==> src/rtl/uart_tx_arbiter_if.sv <==
// rtl/uart_tx_arbiter_if.sv - requester and uart_tx handshake bundle for uart_tx_arbiter
//
// Groups the requester valid/ready/data lanes with the uart_tx side
// (tx_din, tx_start, tx_done_tick).
//   slave  : arbiter view; consumes requests and tx_done_tick, drives ready and uart_tx inputs
//   master : environment view; requesters plus the uart_tx transmitter
interface uart_tx_arbiter_if #(
  parameter int N_REQ = 4
);
  logic [N_REQ-1:0]   req_valid;
  logic [8*N_REQ-1:0] req_data;
  logic [N_REQ-1:0]   req_ready;
  logic [7:0]         tx_din;
  logic               tx_start;
  logic               tx_done_tick;

  modport slave (
    input  req_valid, req_data, tx_done_tick,
    output req_ready, tx_din, tx_start
  );

  modport master (
    output req_valid, req_data, tx_done_tick,
    input  req_ready, tx_din, tx_start
  );
endinterface

==> src/rtl/uart_tx_arbiter.sv <==
// rtl/uart_tx_arbiter.sv - round-robin arbiter sharing one uart_tx between N_REQ byte sources
//
// Ports:
//   clk, rst     : clock, asynchronous active-high reset
//   bus          : slave side of uart_tx_arbiter_if (req_valid/req_data/req_ready,
//                  tx_din/tx_start to uart_tx, tx_done_tick from uart_tx)
//   busy         : high whenever the FSM is outside IDLE
//   grant_id     : index of the last accepted requester
//   timeout_err  : sticky, set when a frame sees no tx_done_tick in time
//   clear_err    : synchronous clear of timeout_err (a same-cycle timeout wins)
//   bytes_sent   : completed frame count, wraps at 16 bits
module uart_tx_arbiter #(
  parameter int N_REQ          = 4,
  parameter int GAP_CYCLES     = 0,
  parameter int TIMEOUT_CYCLES = 20000,
  parameter int ID_W           = $clog2(N_REQ)
) (
  input  logic                clk,
  input  logic                rst,
  uart_tx_arbiter_if.slave    bus,
  output logic                busy,
  output logic [ID_W-1:0]     grant_id,
  output logic                timeout_err,
  input  logic                clear_err,
  output logic [15:0]         bytes_sent
);

  localparam int TO_W  = $clog2(TIMEOUT_CYCLES);
  localparam int GAP_W = (GAP_CYCLES > 1) ? $clog2(GAP_CYCLES) : 1;
  localparam logic [TO_W-1:0]  TO_LAST  = TO_W'(TIMEOUT_CYCLES - 1);
  localparam logic [GAP_W-1:0] GAP_LAST = GAP_W'((GAP_CYCLES > 0) ? GAP_CYCLES - 1 : 0);

  typedef enum logic [1:0] {IDLE, START, BUSY, GAP} state_t;

  state_t           state;
  logic [ID_W-1:0]  last_grant;
  logic [ID_W-1:0]  winner;
  logic [ID_W-1:0]  cand;
  logic [ID_W:0]    sum;
  logic             any_valid;
  logic [N_REQ-1:0] ready_onehot;
  logic [TO_W-1:0]  to_cnt;
  logic [GAP_W-1:0] gap_cnt;

  // Cyclic search starting just after last_grant; the first hit in that
  // order wins, so the most recently served requester has lowest priority.
  always_comb begin
    winner    = '0;
    any_valid = 1'b0;
    sum       = '0;
    cand      = '0;
    for (int k = 1; k <= N_REQ; k++) begin
      sum = {1'b0, last_grant} + (ID_W+1)'(k);
      if (sum >= (ID_W+1)'(N_REQ)) begin
        sum = sum - (ID_W+1)'(N_REQ);
      end
      cand = sum[ID_W-1:0];
      if (!any_valid && bus.req_valid[cand]) begin
        any_valid = 1'b1;
        winner    = cand;
      end
    end
  end

  // Ready is combinational so a byte is accepted on the same edge it is seen.
  always_comb begin
    ready_onehot = '0;
    if (state == IDLE && any_valid) begin
      ready_onehot[winner] = 1'b1;
    end
  end

  assign bus.req_ready = ready_onehot;

  always_ff @(posedge clk or posedge rst) begin
    if (rst) begin
      state        <= IDLE;
      bus.tx_din   <= '0;
      bus.tx_start <= 1'b0;
      busy         <= 1'b0;
      grant_id     <= '0;
      timeout_err  <= 1'b0;
      bytes_sent   <= '0;
      last_grant   <= ID_W'(N_REQ - 1);
      to_cnt       <= '0;
      gap_cnt      <= '0;
    end else begin
      // A timeout set later in this block overrides the clear.
      if (clear_err) begin
        timeout_err <= 1'b0;
      end
      case (state)
        IDLE: begin
          if (any_valid) begin
            bus.tx_din   <= bus.req_data[{winner, 3'b000} +: 8];
            grant_id     <= winner;
            last_grant   <= winner;
            bus.tx_start <= 1'b1;
            busy         <= 1'b1;
            state        <= START;
          end
        end
        START: begin
          bus.tx_start <= 1'b0;
          to_cnt       <= '0;
          state        <= BUSY;
        end
        BUSY: begin
          if (bus.tx_done_tick || to_cnt == TO_LAST) begin
            if (bus.tx_done_tick) begin
              bytes_sent <= bytes_sent + 16'd1;
            end else begin
              timeout_err <= 1'b1;
            end
            gap_cnt <= '0;
            if (GAP_CYCLES > 0) begin
              state <= GAP;
            end else begin
              state <= IDLE;
              busy  <= 1'b0;
            end
          end else begin
            to_cnt <= to_cnt + TO_W'(1);
          end
        end
        GAP: begin
          if (gap_cnt == GAP_LAST) begin
            state <= IDLE;
            busy  <= 1'b0;
          end else begin
            gap_cnt <= gap_cnt + GAP_W'(1);
          end
        end
        default: begin
          state <= IDLE;
          busy  <= 1'b0;
        end
      endcase
    end
  end

endmodule

==> src/flat_wrapper.sv <==
// flat-port wrapper written by rule: the top's interface ports become plain ports
module uart_tx_arbiter_flat 
#(
  parameter int N_REQ          = 4,
  parameter int GAP_CYCLES     = 0,
  parameter int TIMEOUT_CYCLES = 20000,
  parameter int ID_W           = $clog2(N_REQ)
)
  (clk, rst, busy, grant_id, timeout_err, clear_err, bytes_sent, bus_req_valid, bus_req_data, bus_tx_done_tick, bus_req_ready, bus_tx_din, bus_tx_start);
  uart_tx_arbiter_if #(.N_REQ(N_REQ)) bus_i ();
  input  logic clk;
  input  logic rst;
  output logic busy;
  output logic [ID_W-1:0] grant_id;
  output logic timeout_err;
  input  logic clear_err;
  output logic [15:0] bytes_sent;
  input wire logic [$bits(bus_i.req_valid)-1:0] bus_req_valid;
  input wire logic [$bits(bus_i.req_data)-1:0] bus_req_data;
  input wire logic [$bits(bus_i.tx_done_tick)-1:0] bus_tx_done_tick;
  output wire logic [$bits(bus_i.req_ready)-1:0] bus_req_ready;
  output wire logic [$bits(bus_i.tx_din)-1:0] bus_tx_din;
  output wire logic [$bits(bus_i.tx_start)-1:0] bus_tx_start;
  assign bus_i.req_valid = bus_req_valid;
  assign bus_i.req_data = bus_req_data;
  assign bus_i.tx_done_tick = bus_tx_done_tick;
  assign bus_req_ready = bus_i.req_ready;
  assign bus_tx_din = bus_i.tx_din;
  assign bus_tx_start = bus_i.tx_start;
  uart_tx_arbiter #(.N_REQ(N_REQ), .GAP_CYCLES(GAP_CYCLES), .TIMEOUT_CYCLES(TIMEOUT_CYCLES), .ID_W(ID_W)) u_core (.clk(clk), .rst(rst), .bus(bus_i), .busy(busy), .grant_id(grant_id), .timeout_err(timeout_err), .clear_err(clear_err), .bytes_sent(bytes_sent));
endmodule
==> config.mk <==
export PLATFORM = sky130hd
export DESIGN_NAME = uart_tx_arbiter_flat
export DESIGN_NICKNAME = d
export VERILOG_FILES = /design/src/rtl/uart_tx_arbiter_if.sv /design/src/rtl/uart_tx_arbiter.sv /design/src/flat_wrapper.sv
export SDC_FILE = /design/constraint.sdc
export NUM_CORES = 1
export LEC_CHECK = 0
export CAP_MARGIN = 5
export CELL_PAD_IN_SITES_DETAIL_PLACEMENT = 0
export CELL_PAD_IN_SITES_GLOBAL_PLACEMENT = 1
export CORE_MARGIN = 2
export CORE_UTILIZATION = 39
export CTS_BUF_LIST = sky130_fd_sc_hd__clkbuf_4 sky130_fd_sc_hd__clkbuf_8 sky130_fd_sc_hd__clkbuf_16
export DETAILED_ROUTE_END_ITERATION = 16
export PLACE_DENSITY_LB_ADDON = 0.1
export RECOVER_POWER = 25
export SETUP_SLACK_MARGIN = 0.1
export SYNTH_ARGS = -nofsm -noshare
export SYNTH_HDL_FRONTEND = slang
export SYNTH_SLANG_ARGS = --single-unit
==> constraint.sdc <==
create_clock -name clk -period 6.3 [get_ports clk]
set_clock_uncertainty 0.2 [all_clocks]
set_input_delay 1.26 -clock clk [delete_from_list [all_inputs] [get_ports clk]]
set_output_delay 1.26 -clock clk [all_outputs]
set_load 0.01 [all_outputs]
==> results_dict.tcl <==
set metrics [dict create \
    outcome "finished, violations left" \
    failed_checks "max-capacitance violations, max-slew violations" \
    drive_above_1_share_pct 5.42 \
    tightest_slew_ns 1.84 \
    clock_latency_ns 0.30 \
    cts_buffer_depth 2 \
    netlist_instances 260 \
    drtPass1Iterations 4 \
    min_to "u_core.bytes_sent[15]" \
    grt_usage_pct 16.9 \
    final_max_slew_viol_count 49 \
    reg2reg_from "u_core.to_cnt[8]" \
    grt_pass1_wl_um 9890 \
    syn_nets 302 \
    yosys-top-cells-count "46 x dfrtp_1, 30 x nand2_1, 15 x nor2_1" \
    io_buffers 72 \
    via_per_inst 5.29 \
    end_kind "output port" \
    initial_utilization_pct 40.5 \
    syn_area_per_cell_sq_um 9.88 \
    grt_use_met2_pct 27.1 \
    worstPathRequired_ns 4.84 \
    gr-total-overflow 0 \
    die_width_um 85.2 \
    whs_path_depth 1 \
    clkSinkCount 48 \
    hold_path_class "reg -> reg" \
    cts_repair_resize_count 0 \
    first_global_vias 2049 \
    cts_setup_buffers 0 \
    reg2reg_to "u_core.to_cnt[5]" \
    num_vias 2164 \
    cp-start-kind "input port" \
    reg2reg_setup_slack_ns 3.88 \
    root_buffer "clkbuf_8" \
    top_usage_layer "met2" \
    worst-path-max-fanout 14 \
    min_period_over_period_pct 81.8 \
    die_h_um 85.2 \
    cts_tree "built" \
    numCtsBuffers 5 \
    synthFlopType "dfrtp_1" \
    hp-start "u_core.bytes_sent[15]" \
    rsz0062_at_grt "false" \
    cts_hold_buf 0 \
    setup_violations 0 \
    yosysMostFrequentCell "dfrtp_1" \
    ff2ff_path_depth 5 \
    grt_max_degree 49 \
    cap_violations 1 \
    place_inst 401 \
    ys_warn_count 0 \
    ys_types 45 \
    max_clock_freq_mhz 194 \
    async_flop_share_pct 100 \
    critPathKind "in -> out" \
    ys_seq_area_share_pct 46.9 \
    netlist_area_sq_um 2570 \
    area_growth_pct 34.5 \
    synth_top_area_share_pct 44.8 \
    htree_levels 2 \
    synth_edf_count 0 \
    fin_crit_ns 5.15 \
    synth-seq-cells 48 \
    finalSetupTns_ns 0 \
    finalPower_mw 1.19 \
    ant_nets 0 \
    rows 29 \
    slew_headroom_pct -22.8 \
    final_cells 409 \
    antennaDiodeCount 0 \
    arrival_ns 3.69 \
    core_area_sq_um 6350 \
    antenna_found_initial 0 \
    yosys.area.top_type "dfrtp_1" \
    p_leak_nw 1.45 \
    clkSlewWorstSetupHoldPaths_ns 0.09 \
    gp_congestion 0.794 \
    grtUsageMet1_pct 23.0 \
    drt_iter0_drc 107 \
    layout.nets 373 \
    hold_viol 0 \
    die_area_sq_um 7250 \
    dp_hpwl_um 4510 \
    io_pins 73 \
    wl_um 6000 \
    synth_area_leaders "dfrtp_1 45%, xnor2_1 4.4%, nand2_1 4.4%" \
    power_density_nw_per_um2 344 \
    grtUsageMet3_pct 3.50 \
    ir_drop_uv 216 \
    avgRoutedWirePerCell_um 14.7 \
    drc 0 \
]
## per-layer routing
layer	part of all wire (%)	up-vias
li1	-	1080
met1	46	1013
met3	5.9	6
met2	47	65
met5	0	-
met4	0.92	0
## metrics by stage
step / hold slack, ns / utilization [%] / instance area [sq um] / setup slack [ns]
global placement: 0.262 / 52.7 / 3340 / 1.20
global route: 0.305 / 54.4 / 3460 / 0.990
finish: 0.277 / 54.4 / 3460 / 1.15
CTS: 0.288 / 54.4 / 3460 / 1.15
detailed placement: 0.265 / 52.7 / 3340 / 1.17
floorplan: 0.244 / - / 2570 / 2.35
## how the worst max path moves through the flow
stage / from / to / slack [ns]
finish: bus_req_valid[3] / bus_req_ready[2] / 1.15
global route: bus_req_valid[3] / bus_req_ready[2] / 0.99
CTS: bus_req_valid[3] / bus_req_ready[2] / 1.15
detailed placement: bus_req_valid[3] / bus_req_ready[2] / 1.17
global placement: bus_req_valid[3] / bus_req_ready[2] / 1.20
floorplan: bus_req_valid[3] / bus_req_ready[2] / 2.35
## kinds of logic after synthesis
group	synth area share [%]
buffers and inverters	3.21
and+or+nand+nor	22.3
muxes	4.77
adders and majority gates	0.974
DFF	46.9
AOI/OAI and AO/OA	16.1
xor gates and xnor gates	5.80
## placed cells by master (no fill, tap or decap), types with 2 or more instances in the layout
cell             count
a21o_1               4
a21oi_1              7
and2_1               2
and3_1               2
and4_1              10
clkbuf_8             5
clkdlybuf4s50_1     69
dfrtp_1             46
dfstp_2              2
dlygate4sd3_1        3
ha_1                 2
inv_1               11
mux2_2               2
mux2i_1             10
nand2_1             30
nand2b_1             6
nand3_1             10
nand4_1              4
nor2_1              15
nor2b_1              5
nor3_1               3
nor3b_1              2
nor4_1               3
o211ai_1            12
o21a_1               3
o21ai_0             14
o31a_1               8
o31ai_1              4
or3_1                4
xnor2_1             13
xor2_1               4
## worst max-delay path, cell delays in order
cell and delay, ns:
clkdlybuf4s50_1 0.49, nor2b_1 0.20, o21a_1 0.32, nor3_4 0.66, nor2b_1 0.21, clkdlybuf4s50_1 0.55
## state kept, by name (all words and copies together) (netlist names)
signal	flops
u_core.timeout_err	1
u_core.last_grant	2
u_core.bus.tx_start	1
u_core.bytes_sent	16
u_core.busy	1
u_core.grant_id	2
u_core.bus.tx_din	8
u_core.state	2
u_core.to_cnt	15
## layout make-up
class                           instances  area [sq um]
Inverter                               11          41.3
Fill cell                             574          2890
Multi-Input combinational cell        193          1280
Clock buffer                            5          68.8
Clock inverter                          3          42.5
Sequential cell                        48          1200
Timing Repair Buffer                   72           721
Tap cell                               77          96.3
## power by group
part	switching [mW]	total [mW]	leakage, nW	internal [mW]
Combinational	0.256	0.508	0.772	0.252
Sequential	0.0674	0.457	0.623	0.390
Clock	0.108	0.226	0.0541	0.118
Total	0.431	1.19	1.45	0.759
Power figures use the tool's default switching activity.
